### src/rtl/seg_pkg.sv
// Shared constants and helpers for the seven-segment display driver.
package seg_pkg;

  // Active-low segment patterns, bit order g..a (bit 0 = a).
  localparam logic [6:0] SEG_BLANK = 7'h7F;
  localparam logic [6:0] SEG_ALL   = 7'h00;

  // Glyphs 0-9, A, b, C, d, E, F.
  localparam logic [6:0] SEG_GLYPH [16] = '{
    7'h40, 7'h79, 7'h24, 7'h30, 7'h19, 7'h12, 7'h02, 7'h78,
    7'h00, 7'h10, 7'h08, 7'h03, 7'h46, 7'h21, 7'h06, 7'h0E
  };

  // Clocks per blink half-period; 0 flags an unusable configuration.
  function automatic int blink_div(input int clk_hz, input int blink_hz);
    if (blink_hz <= 0) return 0;
    return clk_hz / (2 * blink_hz);
  endfunction

endpackage

### src/rtl/hex_to_seg.sv
// Combinational nibble to active-low seven-segment decoder.
module hex_to_seg
  import seg_pkg::*;
(
  input  logic [3:0] nibble_i,
  output logic [6:0] seg_o
);

  // Table lookup of the glyph for one hex digit.
  always_comb begin
    seg_o = SEG_GLYPH[nibble_i];
  end

endmodule

### src/rtl/hex_display_driver_n.sv
// N-digit hex display driver: capture register, blink prescaler,
// leading-zero blanking, lamp test and registered active-low outputs.
module hex_display_driver_n
  import seg_pkg::*;
#(
  parameter int NUM_DIGITS = 6,
  parameter int CLK_HZ     = 50_000_000,
  parameter int BLINK_HZ   = 2
) (
  input  logic                      CLOCK_50,
  input  logic                      reset,
  input  logic [4*NUM_DIGITS-1:0]   value_in,
  input  logic                      load,
  input  logic                      live,
  input  logic                      lzb_en,
  input  logic [NUM_DIGITS-1:0]     blink_mask,
  input  logic                      lamp_test,
  output logic [7*NUM_DIGITS-1:0]   hex_out,
  output logic                      blink_phase
);

  localparam int BLINK_DIV = blink_div(CLK_HZ, BLINK_HZ);
  localparam int CNT_W     = (BLINK_DIV > 1) ? $clog2(BLINK_DIV) : 1;
  localparam logic [CNT_W-1:0] CNT_LAST = CNT_W'(BLINK_DIV - 1);

  if (BLINK_DIV < 1) begin : g_div_check
    $error("hex_display_driver_n: BLINK_DIV must be at least 1");
  end

  logic [4*NUM_DIGITS-1:0] value_q;
  logic [CNT_W-1:0]        blink_cnt_q;
  logic                    blink_phase_q;
  logic [7*NUM_DIGITS-1:0] hex_q, hex_d;
  logic [7*NUM_DIGITS-1:0] glyph;
  logic                    zero_run;

  // Capture value_in on load, or every cycle while live.
  always_ff @(posedge CLOCK_50) begin
    if (reset) begin
      value_q <= '0;
    end else if (live || load) begin
      value_q <= value_in;
    end
  end

  // Free-running blink prescaler; phase flips on each counter wrap.
  always_ff @(posedge CLOCK_50) begin
    if (reset) begin
      blink_cnt_q   <= '0;
      blink_phase_q <= 1'b0;
    end else if (blink_cnt_q == CNT_LAST) begin
      blink_cnt_q   <= '0;
      blink_phase_q <= ~blink_phase_q;
    end else begin
      blink_cnt_q   <= blink_cnt_q + 1'b1;
    end
  end

  for (genvar k = 0; k < NUM_DIGITS; k++) begin : g_dec
    hex_to_seg u_dec (
      .nibble_i (value_q[4*k +: 4]),
      .seg_o    (glyph[7*k +: 7])
    );
  end

  // Per-digit priority: lamp test, leading-zero blank, blink, glyph.
  // zero_run walks from the top digit down and stays set while all digits seen are zero.
  always_comb begin
    hex_d    = '0;
    zero_run = 1'b1;
    for (int k = NUM_DIGITS - 1; k >= 0; k--) begin
      zero_run = zero_run & (value_q[4*k +: 4] == 4'h0);
      if (lamp_test) begin
        hex_d[7*k +: 7] = SEG_ALL;
      end else if (lzb_en && (k != 0) && zero_run) begin
        hex_d[7*k +: 7] = SEG_BLANK;
      end else if (blink_mask[k] && blink_phase_q) begin
        hex_d[7*k +: 7] = SEG_BLANK;
      end else begin
        hex_d[7*k +: 7] = glyph[7*k +: 7];
      end
    end
  end

  // Output register; reset shows every digit blank.
  always_ff @(posedge CLOCK_50) begin
    if (reset) begin
      hex_q <= {NUM_DIGITS{SEG_BLANK}};
    end else begin
      hex_q <= hex_d;
    end
  end

  assign hex_out     = hex_q;
  assign blink_phase = blink_phase_q;

endmodule

### config.mk
export PLATFORM = sky130hd
export DESIGN_NAME = hex_display_driver_n
export DESIGN_NICKNAME = d
export VERILOG_FILES = /design/src/rtl/seg_pkg.sv /design/src/rtl/hex_to_seg.sv /design/src/rtl/hex_display_driver_n.sv
export SDC_FILE = /design/constraint.sdc
export NUM_CORES = 1
export LEC_CHECK = 0
export ABC_AREA = 0
export CAP_MARGIN = 20
export CELL_PAD_IN_SITES_DETAIL_PLACEMENT = 1
export CELL_PAD_IN_SITES_GLOBAL_PLACEMENT = 1
export CORE_UTILIZATION = 30
export DETAILED_ROUTE_END_ITERATION = 12
export HOLD_SLACK_MARGIN = 0.15
export PLACE_DENSITY_LB_ADDON = 0.1
export SLEW_MARGIN = 10
export SYNTH_ARGS = -nofsm -noshare
export SYNTH_HDL_FRONTEND = slang
export SYNTH_SLANG_ARGS = --single-unit
### constraint.sdc
create_clock -name CLOCK_50 -period 2.58 [get_ports CLOCK_50]
set_input_delay 0.387 -clock CLOCK_50 [delete_from_list [all_inputs] [get_ports CLOCK_50]]
set_output_delay 0.387 -clock CLOCK_50 [all_outputs]
set_load 0.02 [all_outputs]
After elaboration in Yosys (flattened, before gate mapping). Memory sizes are Yosys's and may differ from the RTL's. Index checks and enable logic that the tools add are counted.

Memory bits (writable): 0. Bits in latches: 0. Memories: 6. Register bits after elaboration: 91. Bits in read-only memories: 672. Input port bits: 36. Output and inout bits: 43.

Div/mod/pow operators: 0. Reduce and logical (&&, ||, !) cells: 18. Eq/ne operators: 1. Multiply operators: 0. Multiplexer cells: 29. Order comparisons: 6. Bitwise gates (word level): 11. Shift operators: 0. Add/subtract/negate cells: 1.

Memory list: (name not given) (words 16, width 7, read ports 1, clocked after Yosys merged registers in 0, write ports 0, RTL line hex_to_seg.sv:11) `seg_o = SEG_GLYPH[nibble_i];`; (name not given) (words 16, width 7, read ports 1, clocked after Yosys merged registers in 0, write ports 0, RTL line hex_to_seg.sv:11); (name not given) (words 16, width 7, read ports 1, clocked after Yosys merged registers in 0, write ports 0, RTL line hex_to_seg.sv:11); (name not given) (words 16, width 7, read ports 1, clocked after Yosys merged registers in 0, write ports 0, RTL line hex_to_seg.sv:11); (name not given) (words 16, width 7, read ports 1, clocked after Yosys merged registers in 0, write ports 0, RTL line hex_to_seg.sv:11); (name not given) (words 16, width 7, read ports 1, clocked after Yosys merged registers in 0, write ports 0, RTL line hex_to_seg.sv:11).

Operator list (number): $mux W7 (29); $ge A5 B5 Y1 const B (6); $not A4 Y5 (6); $add A24 B1 Y24 const B (1); $eq A24 B24 Y1 const B (1); $logic_not A4 Y1 (5); $logic_and A1 B1 Y1 (11); $and A1 B1 Y1 (4); $reduce_or A2 Y1 (1); $logic_or A1 B1 Y1 (1); $not A1 Y1 (1).

Longest topological paths before layout. Gate-level depths: netlist (run 1).

Word-level depth: 8. Gate-level depth with buffers: 7. Gate-level depth less buffers: 6.

Cells and area by module. Synthesis (run 1) repeated with hierarchy kept, for this count alone.

Cells, all modules: 573. Area, all modules: 5032.3 µm².

By module, submodules not included: hex_display_driver_n (area an instance 3387.0 µm², sequential area each 1821.7 µm², instances 1, cells each 380); hex_to_seg at g_dec[1].u_dec ... (area an instance 275.3 µm², sequential area each 0.0 µm², instances 5, cells each 32); hex_to_seg at g_dec[0].u_dec (area an instance 269.0 µm², sequential area each 0.0 µm², instances 1, cells each 33).

Worst setup path after synthesis (run 1). Ideal clock, no wire load.

Kind: reg2reg. Start point: register blink_cnt_q[0]. End point: register blink_cnt_q[10]. Period minus slack after synthesis: 1831 ps. Data arrival time: 1714 ps. Cell stages (with the launch flop): 8. Required time: 2463 ps. Setup slack: 749 ps. Path buffers: 2. Path through: dfxtp_1 > ha_1 > and4_1 > clkbuf_1 > nand2_1 > o31ai_2 > buf_2 > nor2_1.

Longest elaborated chain between the ends: 2. Elaborated cells on any way between the ends: 3.

RTL lines: start, declared (RTL line hex_display_driver_n.sv:31) `logic [CNT_W-1:0] blink_cnt_q;`; start signal, assigned (RTL line hex_display_driver_n.sv:55) `blink_cnt_q <= blink_cnt_q + 1'b1;`; branches (longest 2 deep; another with $add A24 B1 Y24).

Several ways; the timed one is not identified. A chain may end at the register's enable or synchronous reset.

Final worst setup path (run 1).
Start point: register value_q[20]. End point: register hex_q[17], in the netlist hex_out[17].

Longest elaborated chain between the ends: 7.

RTL lines: start, declared (RTL line hex_display_driver_n.sv:30) `logic [4*NUM_DIGITS-1:0] value_q;`; start signal, assigned (RTL line hex_display_driver_n.sv:42) `value_q <= value_in;`; $logic_not A4 Y1 (RTL line hex_display_driver_n.sv:72) `zero_run = zero_run & (value_q[4*k +: 4] == 4'h0);`; $and A1 B1 Y1 (3 in a row) (RTL line hex_display_driver_n.sv:72); $logic_and A1 B1 Y1 (RTL line hex_display_driver_n.sv:75) `end else if (lzb_en && (k != 0) && zero_run) begin`; $mux W7 (RTL line hex_display_driver_n.sv:75); $mux W7 (RTL line hex_display_driver_n.sv:73) `if (lamp_test) begin`; end signal, assigned (RTL line hex_display_driver_n.sv:88) `hex_q <= {NUM_DIGITS{SEG_BLANK}};`; end, declared (RTL line hex_display_driver_n.sv:33) `logic [7*NUM_DIGITS-1:0] hex_q, hex_d;`.

Every way passes these cells.

==> report_table.html, run 1 <==
<table>
<tr><th>Metric</th><th>Value</th></tr>
<tr><th colspan="2">Global routing</th></tr>
<tr><td>Number of antenna violations at the first check in global routing</td><td>0</td></tr>
<tr><td>Wire length of the first global-routing pass</td><td>about 22000 um</td></tr>
<tr><td>All-Layer GR Usage</td><td>roughly 17%</td></tr>
<tr><td>Total overflow reported by the global router</td><td>0</td></tr>
<tr><td>Maximum number of pins on one net before global-route repair</td><td>27</td></tr>
<tr><td>Vias in the first global route</td><td>around 4300</td></tr>
<tr><th colspan="2">Synthesis</th></tr>
<tr><td>Synth async-reset ratio</td><td>0%</td></tr>
<tr><td>Cell accounting for the most synthesized area</td><td>sky130_fd_sc_hd__dfxtp_1</td></tr>
<tr><td>Syn avg cell area</td><td>approximately 8 um2</td></tr>
<tr><td>Leading cell types by total area after synthesis</td><td>sky130_fd_sc_hd__dfxtp_1, sky130_fd_sc_hd__ha_1, sky130_fd_sc_hd__nand2_1</td></tr>
<tr><td>Sequential cell area fraction in the yosys report</td><td>between 30% and 40%</td></tr>
<tr><td>Unique masters post-synth</td><td>between 40 and 50</td></tr>
<tr><td>Total nets after synthesis</td><td>approximately 640</td></tr>
<tr><td>Count of flip-flops with a built-in enable after synthesis</td><td>0</td></tr>
<tr><td>Commonest register cell after synthesis</td><td>sky130_fd_sc_hd__dfxtp_1</td></tr>
<tr><td>Number of instances in the synthesized netlist</td><td>between 500 and 600</td></tr>
<tr><td>Number of warning messages in the yosys log</td><td>0</td></tr>
<tr><td>Total standard cell area after synthesis</td><td>approximately 4700 um2</td></tr>
<tr><td>Flops &amp; latches, synth</td><td>91</td></tr>
<tr><td>Share of Yosys cell area claimed by the top area cell type</td><td>38.9%</td></tr>
<tr><th colspan="2">Cells and area</th></tr>
<tr><td>Final standard cell area without fillers</td><td>about 6000 um2</td></tr>
<tr><td>Diodes inserted</td><td>0</td></tr>
<tr><td>Syn-to-layout area delta</td><td>27.5%</td></tr>
<tr><td>Count of filler cells inserted in the layout</td><td>around 1800</td></tr>
<tr><td>Final nets</td><td>approximately 700</td></tr>
<tr><td>Sequential Area</td><td>between 1500 and 2000 um2</td></tr>
<tr><td>Area used by multi-input combinational logic</td><td>approximately 2600 um2</td></tr>
<tr><td>Fraction of final layout cells sized beyond drive strength 1</td><td>just under 8%</td></tr>
<tr><th colspan="2">Floorplanning</th></tr>
<tr><td>Area of the die</td><td>around 16000 um2</td></tr>
<tr><td>Placement Rows</td><td>45</td></tr>
<tr><td>Starting utilization of the core area</td><td>30.8%</td></tr>
<tr><td>Core footprint</td><td>15200 um2</td></tr>
<tr><td>Die width</td><td>between 100 and 150 um</td></tr>
<tr><td>Die span in y</td><td>~130 um</td></tr>
<tr><td>Number of top-level pins</td><td>between 70 and 80</td></tr>
<tr><th colspan="2">Critical path</th></tr>
<tr><td>Endpoint class of the critical path</td><td>flop</td></tr>
<tr><td>Startpoint of the most critical setup path</td><td>value_q[20]$_SDFFE_PP0P_</td></tr>
<tr><td>Critical path capture point</td><td>hex_out[17]$_SDFF_PP1_</td></tr>
<tr><td>Delay of the slowest cell on the worst path</td><td>0.70 ns</td></tr>
<tr><td>Launching element type of the critical path</td><td>flop</td></tr>
<tr><td>Flop2flop setup slack</td><td>between 0.3 and 0.4 ns</td></tr>
<tr><td>Kind of critical path</td><td>flop to flop</td></tr>
<tr><td>Largest fanout on the critical path</td><td>7</td></tr>
<tr><td>Max stage delay cell, worst path</td><td>sky130_fd_sc_hd__a211oi_1</td></tr>
<tr><td>Endpoint arrival time on the critical path</td><td>roughly 2.4 ns</td></tr>
<tr><td>Worst endpoint required time</td><td>approximately 2.8 ns</td></tr>
<tr><td>Critical Path, Cell by Cell</td><td>inv_1 &gt; ha_1 &gt; nor3b_1 &gt; and4_1 &gt; a211oi_1 &gt; a21oi_1</td></tr>
<tr><td>Crit Reg-Reg Endpoint</td><td>hex_out[17]$_SDFF_PP1_</td></tr>
<tr><td>Number of cells on the worst reg-to-reg path</td><td>6</td></tr>
<tr><td>Launch instance of the worst register-to-register path</td><td>value_q[20]$_SDFFE_PP0P_</td></tr>
<tr><th colspan="2">Worst hold path</th></tr>
<tr><td>Min-delay worst type</td><td>flop to flop</td></tr>
<tr><td>Hold path depth</td><td>2</td></tr>
<tr><th colspan="2">Placed design</th></tr>
<tr><td>Detail Placement HPWL</td><td>between 9000 and 10000 um</td></tr>
<tr><td>Input/output buffers</td><td>78</td></tr>
<tr><td>Final weighted congestion in routability-driven placement</td><td>between 0.7 and 0.8</td></tr>
<tr><td>Placed inst area</td><td>between 5000 and 6000 um2</td></tr>
<tr><th colspan="2">Clock network</th></tr>
<tr><td>Clock tree sinks</td><td>91</td></tr>
<tr><td>Hold buffers post-CTS</td><td>0</td></tr>
<tr><td>Buffers from clock root to sink, at most</td><td>2</td></tr>
<tr><td>Root buffer selected by CTS</td><td>sky130_fd_sc_hd__clkbuf_16</td></tr>
<tr><td>Number of buffers created by CTS</td><td>9</td></tr>
<tr><td>Number of gates resized after CTS</td><td>0</td></tr>
<tr><td>Clock tree from TritonCTS</td><td>yes</td></tr>
<tr><td>Insertion delay to the later sink of the worst-skew pair</td><td>0.35 ns</td></tr>
<tr><td>H-tree lvl count</td><td>3</td></tr>
<tr><td>Register clock-pin slew on the reported worst setup and hold paths</td><td>roughly 0.070 ns</td></tr>
<tr><td>Buffers inserted during post-CTS setup optimization</td><td>0</td></tr>
<tr><th colspan="2">Routing</th></tr>
<tr><td>Number of detailed-route iterations in the first pass</td><td>4</td></tr>
<tr><td>Routed vias/inst</td><td>between 5 and 6</td></tr>
<tr><td>Routed wire length</td><td>around 13000 um</td></tr>
<tr><td>Number of DRC markers in iteration 0</td><td>roughly 250</td></tr>
<tr><td>Remaining routing DRC violations</td><td>0</td></tr>
<tr><td>Average wire per standard cell</td><td>approximately 16 um</td></tr>
<tr><td>Count of nets left with antenna violations after detail routing</td><td>0</td></tr>
<tr><td>Via count</td><td>around 4200</td></tr>
<tr><th colspan="2">Power and ir drop</th></tr>
<tr><td>Pwr Total</td><td>3.63 mW</td></tr>
<tr><td>Worst ir drop on vdd</td><td>approximately 0.00032 V</td></tr>
<tr><td>Power density over the cells</td><td>609 nW/um2</td></tr>
<tr><td>Leak</td><td>between 2 and 2.5 nW</td></tr>
<tr><th colspan="2">STA</th></tr>
<tr><td>Final cycle utilization of the critical path</td><td>between 80% and 90%</td></tr>
<tr><td>Max Slew Vio Count</td><td>0</td></tr>
<tr><td>Relative slew slack</td><td>between 40% and 50%</td></tr>
<tr><td>Count of final setup violators</td><td>0</td></tr>
<tr><td>Clock Skew</td><td>around 0.0054 ns</td></tr>
<tr><td>Slew @ Worst Pin</td><td>roughly 0.87 ns</td></tr>
<tr><td>Clock period minus worst slack</td><td>~2.3 ns</td></tr>
<tr><td>Setup TNS</td><td>0 ns</td></tr>
<tr><td>Final count of hold timing violations</td><td>0</td></tr>
<tr><td>Highest Clock Rate</td><td>~440 MHz</td></tr>
<tr><td>RSZ-0062 raised after global routing</td><td>no</td></tr>
<tr><th colspan="2">Status</th></tr>
<tr><td>Run status</td><td>finished clean</td></tr>
<tr><th colspan="2">Run</th></tr>
<tr><td>Number of maximum-capacitance violations</td><td>0</td></tr>
</table>
[metal layers]
layer | up-vias | track usage (%) | wire, um
met5 | - | 0 | 0
met1 | 1997 | 22.4 | 6250
li1 | 2107 | - | -
met3 | 13 | 3.84 | 459
met4 | 0 | 4.76 | 152
met2 | 65 | 28.4 | 6090
[cells by family (layout without fill, tap and decap cells)]
group | after synthesis | count (layout) | share of synthesized area (%)
buffers and inverters | 69 | 137 | 5.61
AO/OA/AOI/OAI | 157 | 157 | 20.5
adder cells (fa/ha/maj) | 34 | 34 | 9.09
flip-flops | 91 | 91 | 38.9
XOR/XNOR | 12 | 12 | 2.24
multiplexers | 16 | 16 | 4.17
AND/OR/NAND/NOR | 189 | 189 | 19.5
[worst max-delay path, delay by kind of cell (launching register included)]
kind	cells	cell delay (ns)
AOI/OAI and AO/OA	2	0.87
DFF	1	0.45
adders and majority gates	1	0.25
buffers and inverters	1	0.12
and+or+nand+nor	2	0.41
[sequential cells by signal (all words and copies together) (netlist names)]
name / flops
blink_phase: 1
value_q: 24
blink_cnt_q: 24
hex_out: 42
[area by class of cell]
type,count,share of cell area (%)
timing repair buffer,92,14.8
multi-input combinational,408,43.6
clock inverter,7,1.55
tap,188,3.94
inverter,29,1.82
clock buffer,9,3.77
sequential,91,30.5
[metrics by stage]
step	utilization, %	std cells	hold slack (ns)	setup WS [ns]
global route	39.3	824	0.527	0.134
floorplan	-	568	0.441	0.749
CTS	39.3	824	0.485	0.312
global placement	37.2	808	0.460	0.345
finish	39.3	824	0.490	0.320
detailed placement	37.2	808	0.475	0.291
[cell usage in the layout (no fill, tap or decap), drive strengths merged, types with 9 or more instances in the layout]
cell	count
ha	34
dfxtp	91
o21ai	42
nand3	12
o31ai	11
clkdlybuf4s50	78
nor2	32
a21oi	60
buf	14
clkbuf	9
inv	29
nand2	83
or4	9
nand2b	9
[power by group]
part / switching [mW] / total [mW] / internal [mW] / leakage [nW]
sequential: 0.0642 / 1.56 / 1.49 / 0.755
combinational: 0.333 / 0.639 / 0.306 / 1.34
clock: 0.590 / 1.44 / 0.846 / 0.147
total: 0.987 / 3.63 / 2.65 / 2.25
[worst min-delay path by stage]
stage / slack (ns) / start / endpoint
global placement: 0.46 / blink_cnt_q[23]$_SDFF_PP0_ / blink_cnt_q[23]$_SDFF_PP0_
CTS: 0.49 / blink_cnt_q[23]$_SDFF_PP0_ / blink_cnt_q[23]$_SDFF_PP0_
finish: 0.49 / blink_cnt_q[23]$_SDFF_PP0_ / blink_cnt_q[23]$_SDFF_PP0_
global route: 0.53 / blink_cnt_q[23]$_SDFF_PP0_ / blink_cnt_q[23]$_SDFF_PP0_
detailed placement: 0.48 / blink_cnt_q[23]$_SDFF_PP0_ / blink_cnt_q[23]$_SDFF_PP0_
floorplan: 0.44 / blink_cnt_q[0]$_SDFF_PP0_ / blink_cnt_q[0]$_SDFF_PP0_
[Yosys cell counts (2+ instances only)]
cell type and n:
sky130_fd_sc_hd__buf_2 3, sky130_fd_sc_hd__a31oi_1 8, sky130_fd_sc_hd__nand4_1 7, sky130_fd_sc_hd__a21oi_1 60
sky130_fd_sc_hd__or4_1 9, sky130_fd_sc_hd__and4_1 2, sky130_fd_sc_hd__mux2i_1 6, sky130_fd_sc_hd__xor2_1 5
sky130_fd_sc_hd__nor2_1 32, sky130_fd_sc_hd__a211oi_1 7, sky130_fd_sc_hd__mux4_2 2, sky130_fd_sc_hd__inv_1 29
sky130_fd_sc_hd__o311a_1 8, sky130_fd_sc_hd__clkbuf_1 35, sky130_fd_sc_hd__o211ai_1 4, sky130_fd_sc_hd__o211a_1 3
sky130_fd_sc_hd__nor3b_1 3, sky130_fd_sc_hd__dfxtp_1 91, sky130_fd_sc_hd__xnor2_1 7, sky130_fd_sc_hd__nand2b_1 9
sky130_fd_sc_hd__a21o_1 3, sky130_fd_sc_hd__ha_1 34, sky130_fd_sc_hd__buf_1 2, sky130_fd_sc_hd__or3_1 3
sky130_fd_sc_hd__nor4bb_1 2, sky130_fd_sc_hd__nor4_1 3, sky130_fd_sc_hd__nand3b_1 2, sky130_fd_sc_hd__nor2b_1 6
sky130_fd_sc_hd__a32oi_1 4, sky130_fd_sc_hd__a311oi_1 3, sky130_fd_sc_hd__nand2_1 83, sky130_fd_sc_hd__nor3_1 4
sky130_fd_sc_hd__and3_1 4, sky130_fd_sc_hd__or2_2 5, sky130_fd_sc_hd__o21ai_0 42, sky130_fd_sc_hd__o31ai_1 10
sky130_fd_sc_hd__mux2_2 8, sky130_fd_sc_hd__nand3_1 11
Power figures use the tool's default switching activity.
==> run 2, diff against run 1 <==
Settings changed: ABC_AREA 0 to 1, GPL_ROUTABILITY_DRIVEN set to 0, SLEW_MARGIN 10 to 5.
==> run 2 against run 1 <==
  * Count of clock-buffer cells in the layout is 2 higher
  * First-iteration DRC count is 1.2% lower
  * Sequential share of layout area is 1.5 points lower
  * Sequential power hardly changed
  * Synthesized cell count is 22% higher
  * Area after synthesis is 6.5% higher
  * Worst hold slack worse by 0.023 ns
  * Critical path depth is 5 lower
  * Clock skew is 0.0028 ns higher
  * Cell count is 19% higher
  * Worst setup slack better by 0.51 ns
  * Critical path type is now flop to output port
  * Critical endpoint is now blink_phase
==> report_table.html, run 2 <==
<table>
<tr><th>Metric</th><th>Value</th></tr>
<tr><th colspan="2">Synthesis</th></tr>
<tr><td>Total nets after synthesis</td><td>about 760</td></tr>
<tr><td>Syn avg cell area</td><td>7.21 um2</td></tr>
<tr><td>Library cell with the highest instance count after synthesis</td><td>sky130_fd_sc_hd__nand2_1</td></tr>
<tr><td>Cell accounting for the most synthesized area</td><td>sky130_fd_sc_hd__dfxtp_1</td></tr>
<tr><td>Share of Yosys cell area claimed by the top area cell type</td><td>between 30 and 40%</td></tr>
<tr><td>Flops &amp; latches, synth</td><td>about 90</td></tr>
<tr><td>Number of warning messages in the yosys log</td><td>0</td></tr>
<tr><td>Leading cell types by total area after synthesis</td><td>sky130_fd_sc_hd__dfxtp_1, sky130_fd_sc_hd__nand2_1, sky130_fd_sc_hd__ha_1</td></tr>
<tr><td>Number of instances in the synthesized netlist</td><td>692</td></tr>
<tr><td>Count of flip-flops with a built-in enable after synthesis</td><td>0</td></tr>
<tr><td>Total standard cell area after synthesis</td><td>between 4000 and 5000 um2</td></tr>
<tr><td>Unique masters post-synth</td><td>36</td></tr>
<tr><td>Commonest register cell after synthesis</td><td>sky130_fd_sc_hd__dfxtp_1</td></tr>
<tr><td>Synth top cells by count</td><td>sky130_fd_sc_hd__nand2_1, sky130_fd_sc_hd__dfxtp_1, sky130_fd_sc_hd__o21ai_0, sky130_fd_sc_hd__nand3_1, sky130_fd_sc_hd__inv_1</td></tr>
<tr><td>Sequential cell area fraction in the yosys report</td><td>~37%</td></tr>
<tr><td>Synth async-reset ratio</td><td>0%</td></tr>
<tr><th colspan="2">Worst hold path</th></tr>
<tr><td>Min-Delay Startpoint</td><td>blink_cnt_q[0]$_SDFF_PP0_</td></tr>
<tr><td>Min-delay worst type</td><td>flop to flop</td></tr>
<tr><td>Hold path depth</td><td>1</td></tr>
<tr><td>End point of the worst hold path</td><td>blink_cnt_q[0]$_SDFF_PP0_</td></tr>
<tr><th colspan="2">STA</th></tr>
<tr><td>Relative slew slack</td><td>66.2%</td></tr>
<tr><td>Clock Skew</td><td>around 0.0082 ns</td></tr>
<tr><td>RSZ-0062 raised after global routing</td><td>no</td></tr>
<tr><td>Setup TNS</td><td>0 ns</td></tr>
<tr><td>Highest Clock Rate</td><td>between 500 and 600 MHz</td></tr>
<tr><td>Final cycle utilization of the critical path</td><td>between 60% and 70%</td></tr>
<tr><td>Count of final setup violators</td><td>0</td></tr>
<tr><td>Slew @ Worst Pin</td><td>between 0.5 and 0.6 ns</td></tr>
<tr><td>Clock period minus worst slack</td><td>around 1.7 ns</td></tr>
<tr><td>Max Slew Vio Count</td><td>0</td></tr>
<tr><td>Final count of hold timing violations</td><td>0</td></tr>
<tr><th colspan="2">Critical path</th></tr>
<tr><td>Endpoint class of the critical path</td><td>output port</td></tr>
<tr><td>Crit Reg-Reg Endpoint</td><td>blink_cnt_q[13]$_SDFF_PP0_</td></tr>
<tr><td>Critical Path, Cell by Cell</td><td>clkdlybuf4s50_1</td></tr>
<tr><td>Flop2flop setup slack</td><td>around 0.84 ns</td></tr>
<tr><td>Largest fanout on the critical path</td><td>2</td></tr>
<tr><td>Worst endpoint required time</td><td>around 2.2 ns</td></tr>
<tr><td>Category of cells accounting for the largest share of critical-path delay</td><td>buffers and inverters</td></tr>
<tr><td>Count of buffering cells on the critical path with inverters included</td><td>1</td></tr>
<tr><td>Endpoint arrival time on the critical path</td><td>about 1.4 ns</td></tr>
<tr><td>Kind of critical path</td><td>flop to output port</td></tr>
<tr><td>Max stage delay cell, worst path</td><td>sky130_fd_sc_hd__clkdlybuf4s50_1</td></tr>
<tr><td>Launching element type of the critical path</td><td>flop</td></tr>
<tr><td>Launch instance of the worst register-to-register path</td><td>blink_cnt_q[0]$_SDFF_PP0_</td></tr>
<tr><td>Number of cells on the worst reg-to-reg path</td><td>8</td></tr>
<tr><td>Startpoint of the most critical setup path</td><td>blink_phase$_SDFFE_PP0N_</td></tr>
<tr><td>Delay of the slowest cell on the worst path</td><td>between 0.6 and 0.7 ns</td></tr>
<tr><th colspan="2">Global routing</th></tr>
<tr><td>All-Layer GR Usage</td><td>~18%</td></tr>
<tr><td>Maximum number of pins on one net before global-route repair</td><td>49</td></tr>
<tr><td>Number of antenna violations at the first check in global routing</td><td>0</td></tr>
<tr><td>Vias in the first global route</td><td>~4800</td></tr>
<tr><td>Wire length of the first global-routing pass</td><td>between 20000 and 25000 um</td></tr>
<tr><td>Total overflow reported by the global router</td><td>0</td></tr>
<tr><th colspan="2">Power and ir drop</th></tr>
<tr><td>Net switching share of the total power</td><td>28.0%</td></tr>
<tr><td>Combinational share of power</td><td>between 10% and 20%</td></tr>
<tr><td>Leak</td><td>2.63 nW</td></tr>
<tr><td>Sw Pwr</td><td>1.02 mW</td></tr>
<tr><td>Worst ir drop on vdd</td><td>between 0.0003 and 0.0004 V</td></tr>
<tr><td>Relative contribution of sequential cells to total power</td><td>a little over two fifths</td></tr>
<tr><td>Part of the power in the clock network</td><td>between 30% and 40%</td></tr>
<tr><td>Power density over the cells</td><td>579 nW/um2</td></tr>
<tr><td>Internal power consumption</td><td>~2.6 mW</td></tr>
<tr><th colspan="2">Routing</th></tr>
<tr><td>Number of DRC markers in iteration 0</td><td>roughly 240</td></tr>
<tr><td>Remaining routing DRC violations</td><td>0</td></tr>
<tr><td>Via count</td><td>between 4000 and 5000</td></tr>
<tr><td>Count of nets left with antenna violations after detail routing</td><td>0</td></tr>
<tr><td>Routed wire length</td><td>between 10000 and 15000 um</td></tr>
<tr><td>Routed vias/inst</td><td>4.75</td></tr>
<tr><td>Number of detailed-route iterations in the first pass</td><td>4</td></tr>
<tr><td>Average wire per standard cell</td><td>14.4 um</td></tr>
<tr><th colspan="2">Cells and area</th></tr>
<tr><td>Largest register FFs</td><td>42</td></tr>
<tr><td>Sequential Area</td><td>between 1500 and 2000 um2</td></tr>
<tr><td>Final nets</td><td>roughly 830</td></tr>
<tr><td>Syn-to-layout area delta</td><td>25.8%</td></tr>
<tr><td>Post-route core utilization</td><td>about two fifths</td></tr>
<tr><td>Commonest non-fill, non-tap cell in the layout</td><td>sky130_fd_sc_hd__nand2_1</td></tr>
<tr><td>Count of filler cells inserted in the layout</td><td>between 1500 and 2000</td></tr>
<tr><td>Diodes inserted</td><td>0</td></tr>
<tr><td>Area used by multi-input combinational logic</td><td>2820 um2</td></tr>
<tr><td>Non-Filler Instances</td><td>roughly 1000</td></tr>
<tr><td>Commonest non-fill, non-tap cells in the layout</td><td>sky130_fd_sc_hd__nand2_1, sky130_fd_sc_hd__dfxtp_1, sky130_fd_sc_hd__clkdlybuf4s50_1</td></tr>
<tr><td>Fraction of final layout cells sized beyond drive strength 1</td><td>9.66%</td></tr>
<tr><th colspan="2">Clock network</th></tr>
<tr><td>Register clock-pin slew on the reported worst setup and hold paths</td><td>about 0.060 ns</td></tr>
<tr><td>Buffers inserted during post-CTS setup optimization</td><td>0</td></tr>
<tr><td>H-tree lvl count</td><td>3</td></tr>
<tr><td>Clock tree sinks</td><td>91</td></tr>
<tr><td>Number of buffers created by CTS</td><td>9</td></tr>
<tr><td>Hold buffers post-CTS</td><td>0</td></tr>
<tr><td>Root buffer selected by CTS</td><td>sky130_fd_sc_hd__clkbuf_16</td></tr>
<tr><td>Number of gates resized after CTS</td><td>0</td></tr>
<tr><td>Clock tree from TritonCTS</td><td>yes</td></tr>
<tr><td>Buffers from clock root to sink, at most</td><td>2</td></tr>
<tr><td>Insertion delay to the later sink of the worst-skew pair</td><td>roughly 0.35 ns</td></tr>
<tr><th colspan="2">Placed design</th></tr>
<tr><td>Placed Cells</td><td>~970</td></tr>
<tr><td>Input/output buffers</td><td>slightly below 80</td></tr>
<tr><td>Detail Placement HPWL</td><td>~11000 um</td></tr>
<tr><th colspan="2">Floorplanning</th></tr>
<tr><td>Die span in y</td><td>between 100 and 150 um</td></tr>
<tr><td>Core footprint</td><td>about 16000 um2</td></tr>
<tr><td>Die width</td><td>roughly 130 um</td></tr>
<tr><td>Area of the die</td><td>~17000 um2</td></tr>
<tr><td>Starting utilization of the core area</td><td>a little under a third</td></tr>
<tr><td>Placement Rows</td><td>46</td></tr>
<tr><td>Number of top-level pins</td><td>~80</td></tr>
<tr><th colspan="2">Run</th></tr>
<tr><td>Number of maximum-capacitance violations</td><td>0</td></tr>
<tr><th colspan="2">Status</th></tr>
<tr><td>Run status</td><td>finished clean</td></tr>
</table>
run 2: changes by cell type in the layout (fill, tap and decap cells not counted), moves of 9 or more:
cell,delta
sky130_fd_sc_hd__inv_2,+10
sky130_fd_sc_hd__nor2_2,+23
sky130_fd_sc_hd__nor2_1,+14
sky130_fd_sc_hd__or4_1,-9
sky130_fd_sc_hd__o21ai_0,+24
sky130_fd_sc_hd__nand3_1,+41
sky130_fd_sc_hd__o31ai_1,-9
sky130_fd_sc_hd__a21oi_1,-24
sky130_fd_sc_hd__buf_4,-9
sky130_fd_sc_hd__inv_1,+17
sky130_fd_sc_hd__nand2b_1,-9
sky130_fd_sc_hd__nand2_1,+105
run 2: cell type report:
type	count	share of cell area, %
repair buffers	84	13.5
clock inverters	5	1.24
flip-flops and latches	91	29.0
well taps	216	4.31
multi-input cells	519	44.9
clock buffers	11	3.71
inverters	56	3.35
run 2: cells by family after synthesis:
| family | after synthesis | share of synthesized area (%) |
|---|---|---|
| simple gates | 343 | 31.8 |
| fa+ha+maj | 34 | 8.53 |
| xor+xnor | 12 | 2.11 |
| compound gates | 130 | 14.0 |
| buf+inv | 82 | 7.05 |
| flops | 91 | 36.5 |
run 2: worst reg2reg max path, cell delays in order (launching register included):
cell and delay (ns):
sky130_fd_sc_hd__dfxtp_1 0.38, sky130_fd_sc_hd__ha_1 0.24, sky130_fd_sc_hd__nand2_1 0.08, sky130_fd_sc_hd__nor2_2 0.15, sky130_fd_sc_hd__nand2_1 0.08, sky130_fd_sc_hd__nor2_2 0.10
sky130_fd_sc_hd__nand3_2 0.15, sky130_fd_sc_hd__nand2_4 0.36, sky130_fd_sc_hd__a21oi_1 0.09
run 2: through the flow:
stage | hold slack [ns] | setup slack (ns) | instance area, um2 | power, mW
6_report | 0.467 | 0.831 | 6270 | 3.63
5_1_grt | 0.513 | 0.641 | 6270 | 3.82
4_1_cts | 0.474 | 0.779 | 6250 | 3.68
3_5_place_dp | 0.457 | 0.439 | 5940 | 2.24
3_3_place_gp | 0.451 | 0.516 | 5940 | 2.23
2_1_floorplan | 0.439 | 1.16 | 4990 | 1.98
run 2: layer usage:
metal | wire [um] | part of all wire, % | global-route usage [%]
met4 | 221 | 1.6 | 6.56
met3 | 389 | 2.7 | 2.97
met2 | 6990 | 49 | 31.7
met5 | 0 | 0 | 0
met1 | 6550 | 46 | 21.8
run 2: power by group through the flow:
stage / sequential, mW / clock (mW) / combinational [mW]
6_report: 1.56 / 1.43 / 0.644
5_1_grt: 1.57 / 1.52 / 0.725
4_1_cts: 1.56 / 1.47 / 0.650
3_5_place_dp: 1.59 / 0 / 0.647
3_3_place_gp: 1.59 / 0 / 0.639
2_1_floorplan: 1.63 / 0 / 0.342
run 2: how the worst max path moves through the flow:
stage | endpoint | slack (ns) | depth (start not counted)
detailed placement | hex_out[41]$_SDFF_PP1_ | 0.44 | 4
floorplan | blink_cnt_q[11]$_SDFF_PP0_ | 1.16 | 9
CTS | blink_cnt_q[3]$_SDFF_PP0_ | 0.78 | 8
global route | blink_cnt_q[13]$_SDFF_PP0_ | 0.64 | 8
global placement | hex_out[30]$_SDFF_PP1_ | 0.52 | 4
finish | blink_phase | 0.83 | 1
